### src/rtl/run_ctrl.sv
// run_ctrl: run sequencer for the 9-bit core and owner of the dat_mem port.
// The host owns dat_mem while the core is held in reset (IDLE/DONE).
// The core owns it while it runs (RUN).
// The run ends on a core halt or after MAX_CYCLES run cycles.
module run_ctrl #(
    parameter int ADDR_W     = 8,
    parameter int DATA_W     = 8,
    parameter int CNT_W      = 16,
    parameter int RST_CYCLES = 2,
    parameter int MAX_CYCLES = 40000
) (
    input  logic              clk,
    input  logic              reset,
    input  logic              start,
    input  logic              host_wr_en,
    input  logic [ADDR_W-1:0] host_addr,
    input  logic [DATA_W-1:0] host_wdat,
    output logic [DATA_W-1:0] host_rdat,
    output logic              host_gnt,
    output logic              core_reset,
    input  logic              core_halt,
    input  logic              core_wr_en,
    input  logic [ADDR_W-1:0] core_addr,
    input  logic [DATA_W-1:0] core_wdat,
    output logic              dm_wr_en,
    output logic [ADDR_W-1:0] dm_addr,
    output logic [DATA_W-1:0] dm_dat_in,
    input  logic [DATA_W-1:0] dm_dat_out,
    output logic              done,
    output logic              timeout,
    output logic [CNT_W-1:0]  cycles
);

    localparam int RC_W = (RST_CYCLES > 1) ? $clog2(RST_CYCLES) : 1;
    localparam logic [RC_W-1:0]  RST_LAST = RC_W'(RST_CYCLES - 1);
    localparam logic [CNT_W-1:0] RUN_LAST = CNT_W'(MAX_CYCLES - 1);

    typedef enum logic [1:0] {
        S_IDLE = 2'd0,
        S_RST  = 2'd1,
        S_RUN  = 2'd2,
        S_DONE = 2'd3
    } state_t;

    state_t            state_q, state_d;
    logic [RC_W-1:0]   rst_cnt_q, rst_cnt_d;
    logic [CNT_W-1:0]  cycles_q, cycles_d;
    logic              timeout_q, timeout_d;
    logic              core_reset_q, core_reset_d;
    logic              host_gnt_q, host_gnt_d;
    logic              done_q, done_d;

    // Cycle counter increment that sticks at all-ones instead of wrapping.
    function automatic logic [CNT_W-1:0] sat_inc(input logic [CNT_W-1:0] v);
        return (v == {CNT_W{1'b1}}) ? v : v + 1'b1;
    endfunction

    // Next-state and counter logic; registered outputs are decoded from the next state.
    always_comb begin
        state_d   = state_q;
        rst_cnt_d = rst_cnt_q;
        cycles_d  = cycles_q;
        timeout_d = timeout_q;
        unique case (state_q)
            S_IDLE, S_DONE: begin
                if (start) begin
                    state_d   = S_RST;
                    rst_cnt_d = '0;
                    cycles_d  = '0;
                    timeout_d = 1'b0;
                end
            end
            S_RST: begin
                if (rst_cnt_q == RST_LAST) begin
                    state_d = S_RUN;
                end else begin
                    rst_cnt_d = rst_cnt_q + 1'b1;
                end
            end
            S_RUN: begin
                cycles_d = sat_inc(cycles_q);
                // A halt in the same cycle as the limit counts as a normal finish.
                if (core_halt) begin
                    state_d   = S_DONE;
                    timeout_d = 1'b0;
                end else if (cycles_q == RUN_LAST) begin
                    state_d   = S_DONE;
                    timeout_d = 1'b1;
                end
            end
            default: state_d = S_IDLE;
        endcase
        core_reset_d = (state_d != S_RUN);
        host_gnt_d   = (state_d == S_IDLE) || (state_d == S_DONE);
        done_d       = (state_d == S_DONE);
    end

    // State, counters and registered outputs.
    always_ff @(posedge clk) begin
        if (reset) begin
            state_q      <= S_IDLE;
            rst_cnt_q    <= '0;
            cycles_q     <= '0;
            timeout_q    <= 1'b0;
            core_reset_q <= 1'b1;
            host_gnt_q   <= 1'b1;
            done_q       <= 1'b0;
        end else begin
            state_q      <= state_d;
            rst_cnt_q    <= rst_cnt_d;
            cycles_q     <= cycles_d;
            timeout_q    <= timeout_d;
            core_reset_q <= core_reset_d;
            host_gnt_q   <= host_gnt_d;
            done_q       <= done_d;
        end
    end

    // dat_mem port mux; the core path is a pure pass-through and can only write in RUN.
    always_comb begin
        if (host_gnt_q) begin
            dm_wr_en  = host_wr_en;
            dm_addr   = host_addr;
            dm_dat_in = host_wdat;
            host_rdat = dm_dat_out;
        end else begin
            dm_wr_en  = core_wr_en && (state_q == S_RUN);
            dm_addr   = core_addr;
            dm_dat_in = core_wdat;
            host_rdat = '0;
        end
    end

    assign host_gnt   = host_gnt_q;
    assign core_reset = core_reset_q;
    assign done       = done_q;
    assign timeout    = timeout_q;
    assign cycles     = cycles_q;

endmodule

### config.mk
export PLATFORM = sky130hd
export DESIGN_NAME = run_ctrl
export DESIGN_NICKNAME = d
export VERILOG_FILES = /design/src/rtl/run_ctrl.sv
export SDC_FILE = /design/constraint.sdc
export NUM_CORES = 1
export LEC_CHECK = 0
export ABC_CLOCK_PERIOD_IN_PS = 2800
export BUFFER_PORTS_ARGS = -buffer_cell sky130_fd_sc_hd__buf_2
export CORE_MARGIN = 3
export CORE_UTILIZATION = 44
export DETAILED_ROUTE_END_ITERATION = 10
export HOLD_SLACK_MARGIN = 0.08
export PLACE_DENSITY = 0.78
export SYNTH_ARGS = -nofsm -noshare
export SYNTH_HDL_FRONTEND = slang
export SYNTH_SLANG_ARGS = --single-unit
### constraint.sdc
create_clock -name clk -period 2.8 [get_ports clk]
set_input_delay 0.42 -clock clk [delete_from_list [all_inputs] [get_ports clk]]
set_output_delay 0.42 -clock clk [all_outputs]
set_load 0.1 [all_outputs]
==> out/metrics.cfg, run 1 <==
[cts]
cts.reportedPaths.clkPinSlew_ns = 0.08
cts_tree = built
cts_setup_buffers = 0
clock-root-buffer = clkbuf_8
ctsHoldBuffers = 0
cts_inserted_buffers = 3
cts_resized = 0
cts_buffer_depth = 2
clock_latency_ns = 0.27
clock-sinks = 23
cts_max_level = 1

[global_routing]
grt_overflow = 0
grt_pass1_vias = 1633
grt_use_total_pct = 21.8
grt_max_degree = 28
antenna_found_initial = 0
grt_pass1_wl_mm = 7.55

[floorplan]
rows = 21
initial_core_util_pct = 46.9
die_h_um = 66.6
core_mm2 = 0.00344
die_area_mm2 = 0.00443
pin_count = 91
die_x_um = 66.6

[sta]
max_freq_ghz = 0.463
period_share_pct = 77.2
drv_slew = 0
skew_ns = 0.00197
period_needed_ns = 2.16
final-setup-viol-count = 0
timing.final.ws_setup_ns = 0.639
relSlewSlack_pct = 64.7
rsz0062_at_grt = false
hold_violations = 0
worst_slew_pin_slew_ns = 0.529
setup-tns-final_ns = 0

[finish]
syn2layout_area_growth_pct = 32.4
final_area_mm2 = 0.00214
layout_common_cells = buf_2 (90), dfxtp_1 (23), mux2_2 (17), nand2_1 (14), nand3_1 (11)
nNetsFinal = 327
layout_commonest_cell = buf_2
drive_gt1_share_pct = 44.0
fillers = 311
diodes = 0
utilization_pct = 62.1

[setup_path]
reg2reg_from = state_q[0]$_SDFF_PP0_
critPathArrivalTime_ns = 2.30
reg2reg_depth = 5
r2r_slack_ns = 0.64
critPathLaunchType = flop
path_max_fanout = 11
critPathRequiredTime_ns = 2.94
end_kind = flop
timing.rr.end = cycles[7]$_SDFFE_PP0P_
critPathKind = reg -> reg

[placed_design]
place_ws_ns = 0.752
post_dp_cell_area_mm2 = 0.00209
dp_hpwl_mm = 3.65
portBuffers = 90
gp_congestion = 0.865

[power_and_ir_drop]
p_leak_uw = 0.000949
p_per_area_mw_per_mm2 = 507
p_total_uw = 1090
peakVddDrop_v = 0.000235

[logic_synthesis]
ys_types = 40
netlist_area_mm2 = 0.00162
synth.avg_cell_area_um2 = 8.41
yosysSeqAreaShare_pct = 28.5
synth_seq_cells = 23
syn_inst = 192
syn-num-nets = 243
yosysWarnings = 0

[routing]
drt_first_pass_iters = 4
ant_nets = 0
drcViolationCount = 0
via_per_inst = 5.69
wire_per_inst_um = 15.3
drt-total-wl_mm = 4.92
via_count = 1827
first_iter_violations = 81

[min_path]
min-delay-start = core_halt
whs_path_depth = 3
holdPathEnd = timeout$_SDFFE_PP0P_
min_path_type = in -> reg

[outcome]
status = finished clean

[job]
cap_violations = 0

[synthesized netlist by cell type (all sizes together)]
| cell | n | area, um^2 |
|---|---|---|
| buf | 4 | 18.8 |
| o41ai | 6 | 52.6 |
| or4 | 2 | 18.8 |
| o22ai | 1 | 6.26 |
| nand2 | 14 | 52.6 |
| or2 | 2 | 12.5 |
| inv | 9 | 33.8 |
| o21ai | 3 | 15.0 |
| a21oi | 5 | 25.0 |
| nor4b | 2 | 17.5 |
| a21boi | 1 | 7.51 |
| a32o | 3 | 30.0 |
| or3 | 5 | 31.3 |
| o31a | 2 | 17.5 |
| and4 | 6 | 52.6 |
| a31oi | 1 | 6.26 |
| o31ai | 1 | 7.51 |
| a211o | 1 | 8.76 |
| nand4 | 8 | 62.6 |
| o32ai | 6 | 52.6 |
| nor2b | 3 | 18.8 |
| nand3 | 12 | 65.1 |
| and3 | 3 | 20.0 |
| nor2 | 7 | 26.3 |
| o311ai | 4 | 35.0 |
| and2 | 9 | 56.3 |
| a221oi | 1 | 8.76 |
| nor3 | 6 | 30.0 |
| nand2b | 3 | 18.8 |
| a211oi | 6 | 45.0 |
| ha | 5 | 62.6 |
| dfxtp | 23 | 460 |
| mux2i | 1 | 10.0 |
| clkbuf | 10 | 37.5 |
| mux2 | 17 | 191 |
[area by class of cell]
cell class                 count  area [um^2]  share of cell area [%]
clock buffer                   4         45.0                    2.11
inverter                       9         33.8                    1.58
multi-input combinational    146         1070                    50.0
sequential                    23          460                    21.5
tap                           46         57.6                    2.69
timing repair buffer          93          473                    22.1
[worst max-delay path: stages (launching register included)]
cell	delay (ns)
dfxtp_1	0.34
inv_1	0.06
ha_1	0.38
mux2_2	0.34
nand3_1	0.37
o41ai_1	0.54
[sequential cells by signal, summed over array words and instances, names as in the netlist]
| signal | cells |
|---|---|
| cycles | 16 |
| state_q | 2 |
| core_reset | 1 |
| done | 1 |
| host_gnt | 1 |
| rst_cnt_q | 1 |
| timeout | 1 |
[power breakdown]
group,internal [uW],switching (uW)
Sequential,333,2.72
Combinational,115,423
Clock,102,109
[routing by layer]
| layer | vias up | routed length, um | GRT usage (%) |
|---|---|---|---|
| met5 | - | 0 | 0 |
| met1 | 809 | 1910 | 27.0 |
| met4 | 0 | 65 | 8.12 |
| li1 | 907 | - | - |
| met2 | 102 | 2460 | 36.1 |
| met3 | 9 | 493 | 5.23 |
[worst max-delay path by stage]
stage / startpoint / end / slack, ns
floorplan: host_gnt$_SDFF_PP1_ / host_rdat[0] / 0.07
global placement: state_q[0]$_SDFF_PP0_ / cycles[13]$_SDFFE_PP0P_ / 0.82
detailed placement: cycles[0]$_SDFFE_PP0P_ / cycles[15]$_SDFFE_PP0P_ / 0.75
CTS: state_q[0]$_SDFF_PP0_ / dm_wr_en / 0.73
global route: state_q[0]$_SDFF_PP0_ / cycles[7]$_SDFFE_PP0P_ / 0.53
finish: state_q[0]$_SDFF_PP0_ / cycles[7]$_SDFFE_PP0P_ / 0.64
[cell families after synthesis]
group / after synthesis / synth area share [%]
simple gates: 82 / 29.9
buf+inv: 23 / 5.58
fa+ha+maj: 5 / 3.87
compound gates: 41 / 19.7
mux: 18 / 12.5
flops: 23 / 28.5
[through the flow]
| step | hold WS [ns] | std cells |
|---|---|---|
| after floorplan | 0.497 | 192 |
| after global placement | 0.470 | 317 |
| after detailed placement | 0.476 | 317 |
| after CTS | 0.460 | 321 |
| after global routing | 0.472 | 321 |
| final | 0.462 | 321 |
No activity file was read; power rests on OpenSTA's default activity.
==> run 2, diff against run 1 <==
--- a/config.mk
+++ b/config.mk
@@ -5,7 +5,7 @@
 export SDC_FILE = /design/constraint.sdc
 export NUM_CORES = 1
 export LEC_CHECK = 0
-export ABC_CLOCK_PERIOD_IN_PS = 2800
+export ABC_CLOCK_PERIOD_IN_PS = 2260
 export BUFFER_PORTS_ARGS = -buffer_cell sky130_fd_sc_hd__buf_2
 export CORE_MARGIN = 3
 export CORE_UTILIZATION = 44
==> constraint.sdc (replaced) <==
create_clock -name clk -period 2.26 [get_ports clk]
set_input_delay 0.339 -clock clk [delete_from_list [all_inputs] [get_ports clk]]
set_output_delay 0.339 -clock clk [all_outputs]
set_load 0.1 [all_outputs]
==> run 2 against run 1 <==
Net effect: worst hold slack got worse by 0.087 ns; sequential cell count did not move; critical path depth increased by 2; wire length decreased by 3.5%; utilization rose by 2.0 points; maximum frequency rose by 6.1%; count of clock-buffer cells in the layout did not move; cell count grew 0.93%; first-iteration DRC count did not move; register-to-register slack lost 0.42 ns; via count shrank 0.22%.
==> out/metrics.cfg, run 2 (same netlist as run 1, synthesis figures left out) <==
[cts]
cts_buffer_depth = 2  ; unchanged
cts_resized = 0  ; unchanged
clock-sinks = 23  ; unchanged
cts_max_level = 1  ; unchanged
cts_setup_buffers = 0  ; unchanged
ctsHoldBuffers = 0  ; unchanged
cts.reportedPaths.clkPinSlew_ns = 0.08  ; about the same
clock_latency_ns = 0.26  ; about the same
cts_inserted_buffers = 3  ; unchanged
cts_tree = built
clock-root-buffer = clkbuf_8

[routing]
drt-total-wl_mm = 4.75  ; -3.5%
via_count = 1823  ; -0.22%
via_per_inst = 5.63  ; -1.1%
first_iter_violations = 81  ; unchanged
ant_nets = 0  ; unchanged
drt_first_pass_iters = 4  ; unchanged
wire_per_inst_um = 14.7  ; -4.4%
drcViolationCount = 0  ; unchanged

[finish]
layout_common_cells = buf_2 (89), mux2_2 (17), nand2_1 (14), dfxtp_2 (13), nand3_1 (11)
fillers = 317  ; +1.9%
ff_latch_area_um2 = 480  ; +4.3%
largest_reg_flops = 16  ; unchanged
drive_gt1_share_pct = 52.5  ; +8.5 points
syn2layout_area_growth_pct = 36.6
instances_no_fill = 324  ; +0.93%
layout_commonest_cell = buf_2
multiInputGateArea_mm2 = 0.00108  ; +0.94%
utilization_pct = 64.1  ; +2.0 points
diodes = 0  ; unchanged
nNetsFinal = 330  ; +0.92%

[floorplan]
die_h_um = 66.6  ; unchanged
rows = 21  ; unchanged
die_area_mm2 = 0.00443  ; unchanged
die_x_um = 66.6  ; unchanged
core_mm2 = 0.00344  ; unchanged
pin_count = 91  ; unchanged
initial_core_util_pct = 46.9  ; unchanged

[setup_path]
max_stage_delay_ns = 0.43  ; -0.11 ns
worst-path-buf-inv = 1  ; unchanged
crit_chain = inv_1 -> ha_1 -> mux2_2 -> a21oi_1 -> nand3_1 -> ha_1 -> nand2_1
path_max_fanout = 7  ; -4
end_kind = flop
critPathArrivalTime_ns = 2.17  ; -0.13 ns
critPathRequiredTime_ns = 2.40  ; -0.54 ns
crit_slowest_cell = mux2_2
critPathLaunchType = flop
critPathKind = reg -> reg
cp_common_cell = ha_1
cp_top_family = adder cells

[sta]
final-setup-viol-count = 0  ; unchanged
relSlewSlack_pct = 65.3  ; +0.61 points
holdWs_ns = 0.375  ; -0.0874 ns
setup-tns-final_ns = 0  ; unchanged
period_needed_ns = 2.04  ; -0.125 ns
hold_violations = 0  ; unchanged
period_share_pct = 90.1  ; +13 points
drv_slew = 0  ; unchanged
rsz0062_at_grt = false
max_freq_ghz = 0.491  ; +6.1%
skew_ns = 0.00607  ; +0.00410 ns
worst_slew_pin_slew_ns = 0.520  ; -0.00916 ns

[global_routing]
grt_overflow = 0  ; unchanged
grt_pass1_wl_mm = 7.24  ; -4.1%
grt_pass1_vias = 1546  ; -5.3%
antenna_found_initial = 0  ; unchanged
grt_use_total_pct = 20.8  ; -0.93 points
grt_max_degree = 28  ; unchanged

[job]
cap_violations = 0  ; unchanged

[min_path]
min_path_type = in -> reg

[placed_design]
portBuffers = 90  ; unchanged
dp_hpwl_mm = 3.66  ; +0.25%
place_inst = 320  ; +0.95%
gp_congestion = 0.835  ; -3.5%

[power_and_ir_drop]
p_leak_uw = 0.000980  ; +3.3%
peakVddDrop_v = 0.000275  ; +17%
p_per_area_mw_per_mm2 = 609  ; +20%

[outcome]
status = finished clean

run 2: changes by cell type in the layout (fill, tap and decap cells not counted):
cell / change
and2_1: -8
and2_2: +8
buf_12: +1
buf_2: -1
buf_4: +3
dfxtp_1: -14
dfxtp_2: +13
dfxtp_4: +1
run 2: report_power, final:
group / switching, uW / leakage (uW) / total (uW) / internal [uW]
clock: 128 / 0.0000228 / 253 / 126
combinational: 506 / 0.000764 / 655 / 149
sequential: 21.7 / 0.000193 / 435 / 413
run 2: worst register-to-register path, delay by kind of cell, from the launching register on:
family / cells / cell delay (ns)
flip-flops: 1 / 0.35
AND/OR/NAND/NOR: 2 / 0.15
adder cells (fa/ha/maj): 2 / 0.69
AO/OA/AOI/OAI: 1 / 0.24
buffers and inverters: 1 / 0.06
multiplexers: 1 / 0.43
run 2: worst paths after layout:
check	from	endpoint	slack [ns]	cells past startpoint
worst max-delay path	state_q[0]$_SDFF_PP0_	host_gnt$_SDFF_PP1_	0.22	7
worst min-delay path	core_halt	timeout$_SDFFE_PP0P_	0.37	3
worst max register to register	state_q[0]$_SDFF_PP0_	host_gnt$_SDFF_PP1_	0.22	7
worst min register to register	timeout$_SDFFE_PP0P_	timeout$_SDFFE_PP0P_	0.48	2
run 2: metal layers:
layer	part of all wire [%]	global-route usage (%)
met3	12	4.55
met2	47	35.5
met5	0	0
met1	40	26.3
met4	0.97	5.58
run 2: cell type report:
class                           count  share of cell area [%]
Clock buffer                        4                    2.04
Inverter                            9                    1.53
Multi-Input combinational cell    146                    48.9
Sequential cell                    23                    21.8
Tap cell                           46                    2.61
Timing Repair Buffer               96                    23.1
run 2: per-stage QoR:
step	power (uW)	setup WS, ns	instance area, um^2
6_report	1340	0.224	2210
3_3_place_gp	1100	0.312	2160
5_1_grt	1390	0.100	2210
4_1_cts	1350	0.235	2210
2_1_floorplan	989	0.0193	1650
3_5_place_dp	1100	0.274	2160
==> run 3, diff against run 2 <==
--- a/config.mk
+++ b/config.mk
@@ -5,13 +5,14 @@
 export SDC_FILE = /design/constraint.sdc
 export NUM_CORES = 1
 export LEC_CHECK = 0
+export ABC_AREA = 1
 export ABC_CLOCK_PERIOD_IN_PS = 2260
 export BUFFER_PORTS_ARGS = -buffer_cell sky130_fd_sc_hd__buf_2
 export CORE_MARGIN = 3
-export CORE_UTILIZATION = 44
+export CORE_UTILIZATION = 45
 export DETAILED_ROUTE_END_ITERATION = 10
 export HOLD_SLACK_MARGIN = 0.08
-export PLACE_DENSITY = 0.78
+export PLACE_DENSITY = 0.79
 export SYNTH_ARGS = -nofsm -noshare
 export SYNTH_HDL_FRONTEND = slang
 export SYNTH_SLANG_ARGS = --single-unit
==> run 3 against run 2 <==
Net effect: clock skew grew 0.0013 ns; register-to-register slack gained 0.02 ns; total power grew 12%; count of clock-buffer cells in the layout is the same; non-clock buffer count shrank 3; setup slack gained 0.017 ns; largest cell class unchanged; largest power group unchanged.
==> out/metrics.cfg, run 3 <==
[outcome]
status = finished clean

[setup_path]
crit_slowest_cell = dfxtp_1
max_stage_delay_ns = 0.36  ; -0.07 ns
path_max_fanout = 3  ; -4
critPathLaunchType = flop
worst-path-buf-inv = 2  ; +1
end_kind = flop
critPathRequiredTime_ns = 2.40  ; about the same
critPathArrivalTime_ns = 2.16  ; about the same
crit_chain = inv_1 -> ha_1 -> nor2_2 -> o21ai_0 -> a21boi_0 -> a21boi_0 -> inv_1 -> ha_1 -> nand2_1
cp_top_family = adder cells
critPathKind = reg -> reg

[placed_design]
portBuffers = 90  ; unchanged
dp_hpwl_mm = 3.77  ; +3.1%
post_dp_cell_area_mm2 = 0.00219  ; +1.3%
gp_congestion = 0.868  ; +4.0%
place_inst = 420  ; +31%

[global_routing]
grt_overflow = 0  ; unchanged
antenna_found_initial = 0  ; unchanged
grt_max_degree = 27  ; -3.6%
grt_use_total_pct = 21.1  ; +0.30 points
grt_pass1_wl_mm = 7.47  ; +3.2%
grt_pass1_vias = 1702  ; +10%

[logic_synthesis]
synth.avg_cell_area_um2 = 5.77  ; -31%
yosysWarnings = 0  ; unchanged
ys_types = 23  ; -43%
synth_seq_cells = 23  ; unchanged
yosys.cell_count.top_type = nand2_1
yosys.area.top_type = dfxtp_1
netlist_area_mm2 = 0.00167  ; +3.6%
synth_commonest_cells = nand2_1 (113), nor2_1 (38), inv_1 (34)
synth-async-reset-ratio_pct = 0  ; unchanged
synth-edff-count = 0  ; unchanged
syn-num-nets = 341  ; +40%
syn_inst = 290  ; +51%
ys.flop_type = dfxtp_1
synthTopCellsByArea = dfxtp_1 (28%), nand2_1 (25%), nor2_1 (8.5%), inv_1 (7.6%), a21oi_1 (5.4%)
yosysSeqAreaShare_pct = 27.5  ; -0.98 points
synth.top_cell.area_share_pct = 27.5  ; -0.98 points

[floorplan]
pin_count = 91  ; unchanged
die_area_mm2 = 0.00448  ; +1.1%
die_h_um = 67.0  ; +0.57%
core_mm2 = 0.00347  ; +0.76%
initial_core_util_pct = 48.2  ; +1.3 points
die_x_um = 67.0  ; +0.57%
rows = 21  ; unchanged

[sta]
relSlewSlack_pct = 66.8  ; +1.5 points
setup-tns-final_ns = 0  ; unchanged
skew_ns = 0.00734  ; +0.00126 ns
holdWs_ns = 0.355  ; -0.0195 ns
rsz0062_at_grt = false
drv_slew = 0  ; unchanged
period_share_pct = 89.3  ; -0.77 points
worst_slew_pin_slew_ns = 0.502  ; -0.0185 ns
max_freq_ghz = 0.495  ; +0.86%
final-setup-viol-count = 0  ; unchanged
hold_violations = 0  ; unchanged
period_needed_ns = 2.02  ; -0.0174 ns

[cts]
cts_resized = 0  ; unchanged
cts_tree = built
cts_max_level = 1  ; unchanged
clock-sinks = 23  ; unchanged
clock-root-buffer = clkbuf_8
cts.reportedPaths.clkPinSlew_ns = 0.08  ; about the same
cts_setup_buffers = 0  ; unchanged
clock_latency_ns = 0.26  ; about the same
cts_inserted_buffers = 3  ; unchanged
ctsHoldBuffers = 0  ; unchanged
cts_buffer_depth = 2  ; unchanged

[job]
cap_violations = 0  ; unchanged

[routing]
wire_per_inst_um = 11.2  ; -24%
ant_nets = 0  ; unchanged
first_iter_violations = 89  ; +9.9%
drcViolationCount = 0  ; unchanged
via_per_inst = 4.71  ; -16%
via_count = 1999  ; +9.7%
drt-total-wl_mm = 4.75  ; -0.15%
drt_first_pass_iters = 4  ; unchanged

[finish]
largest_reg_flops = 16  ; unchanged
nNetsFinal = 430  ; +30%
instances_no_fill = 424  ; +31%
diodes = 0  ; unchanged
drive_gt1_share_pct = 33.1  ; -19 points
final_area_mm2 = 0.00223  ; +1.3%
syn2layout_area_growth_pct = 33.6
layout_commonest_cell = nand2_1
layout_common_cells = nand2_1 (101), buf_2 (90), nor2_1 (38), inv_1 (34), dfxtp_1 (21)

[power_and_ir_drop]
power_switching_uw = 825  ; +26%
swShare_pct = 54.9  ; +6.1 points
p_clk_share_pct = 17.3  ; -1.6 points
p_per_area_mw_per_mm2 = 673  ; +11%
p_comb_share_pct = 54.8  ; +6.0 points
p_total_uw = 1500  ; +12%
p_leak_uw = 0.00116  ; +19%
internal_power_uw = 678  ; -1.4%
peakVddDrop_v = 0.000422  ; +53%
seqPwrFrac_pct = 28.0  ; -4.4 points

[min_path]
min_path_type = in -> reg

[run 3: changes by cell type in the layout (fill, tap and decap cells not counted), sizes merged, moves of 8 or more]
cell   before  now
a21oi       5   18
and2        9    0
inv         9   35
mux2       17    0
nand2      14  114
nand3      12   21
nor2        7   45
o21ai       3   11
[run 3: power groups by stage]
stage	logic (uW)	registers (uW)	clock network, uW
global route	869	422	279
floorplan	664	465	0
CTS	826	421	264
finish	823	421	259
global placement	819	430	0
detailed placement	825	430	0
[run 3: cell families after synthesis]
| logic type | after synthesis | synth area share [%] |
|---|---|---|
| buf+inv | 45 | 10.8 |
| xor+xnor | 2 | 1.05 |
| fa+ha+maj | 5 | 3.74 |
| flops | 23 | 27.5 |
| compound gates | 31 | 9.57 |
| simple gates | 184 | 47.3 |
[run 3: final cells by class]
cell class                      instances  area [um^2]
Clock buffer                            4         45.0
Fill cell                             365         1230
Inverter                               36          135
Multi-Input combinational cell        222         1060
Sequential cell                        23          463
Tap cell                               46         57.6
Timing Repair Buffer                   93          473
[run 3: path summary, 6_finish.rpt]
kind | slack (ns) | cells after the start | to | start
worst min register to register | 0.48 | 2 | timeout$_SDFFE_PP0P_ | timeout$_SDFFE_PP0P_
worst min-delay path | 0.36 | 4 | timeout$_SDFFE_PP0P_ | core_halt
worst max register to register | 0.24 | 9 | host_gnt$_SDFF_PP1_ | state_q[0]$_SDFF_PP0_
worst max-delay path | 0.24 | 9 | host_gnt$_SDFF_PP1_ | state_q[0]$_SDFF_PP0_
[run 3: per-layer routing]
| layer | routed length, um | up-vias | part of all wire [%] | global-route usage [%] |
|---|---|---|---|---|
| li1 | - | 1071 | - | - |
| met1 | 2120 | 889 | 45 | 28.3 |
| met2 | 2420 | 37 | 51 | 36.0 |
| met3 | 185 | 2 | 3.9 | 3.71 |
| met4 | 13 | 0 | 0.27 | 2.78 |
| met5 | 0 | - | 0 | 0 |
[run 3: through the flow]
stage | util [%] | setup slack (ns)
3_5_place_dp | 63.1 | 0.239
3_3_place_gp | 63.1 | 0.321
4_1_cts | 64.4 | 0.225
6_report | 64.4 | 0.241
2_1_floorplan | - | 0.00831
5_1_grt | 64.4 | 0.0314
[run 3: worst min-delay path: cells and delay by family]
family	cells	cell delay, ns
AO/OA/AOI/OAI	1	0.06
buffers and inverters	1	0.09
AND/OR/NAND/NOR	2	0.09
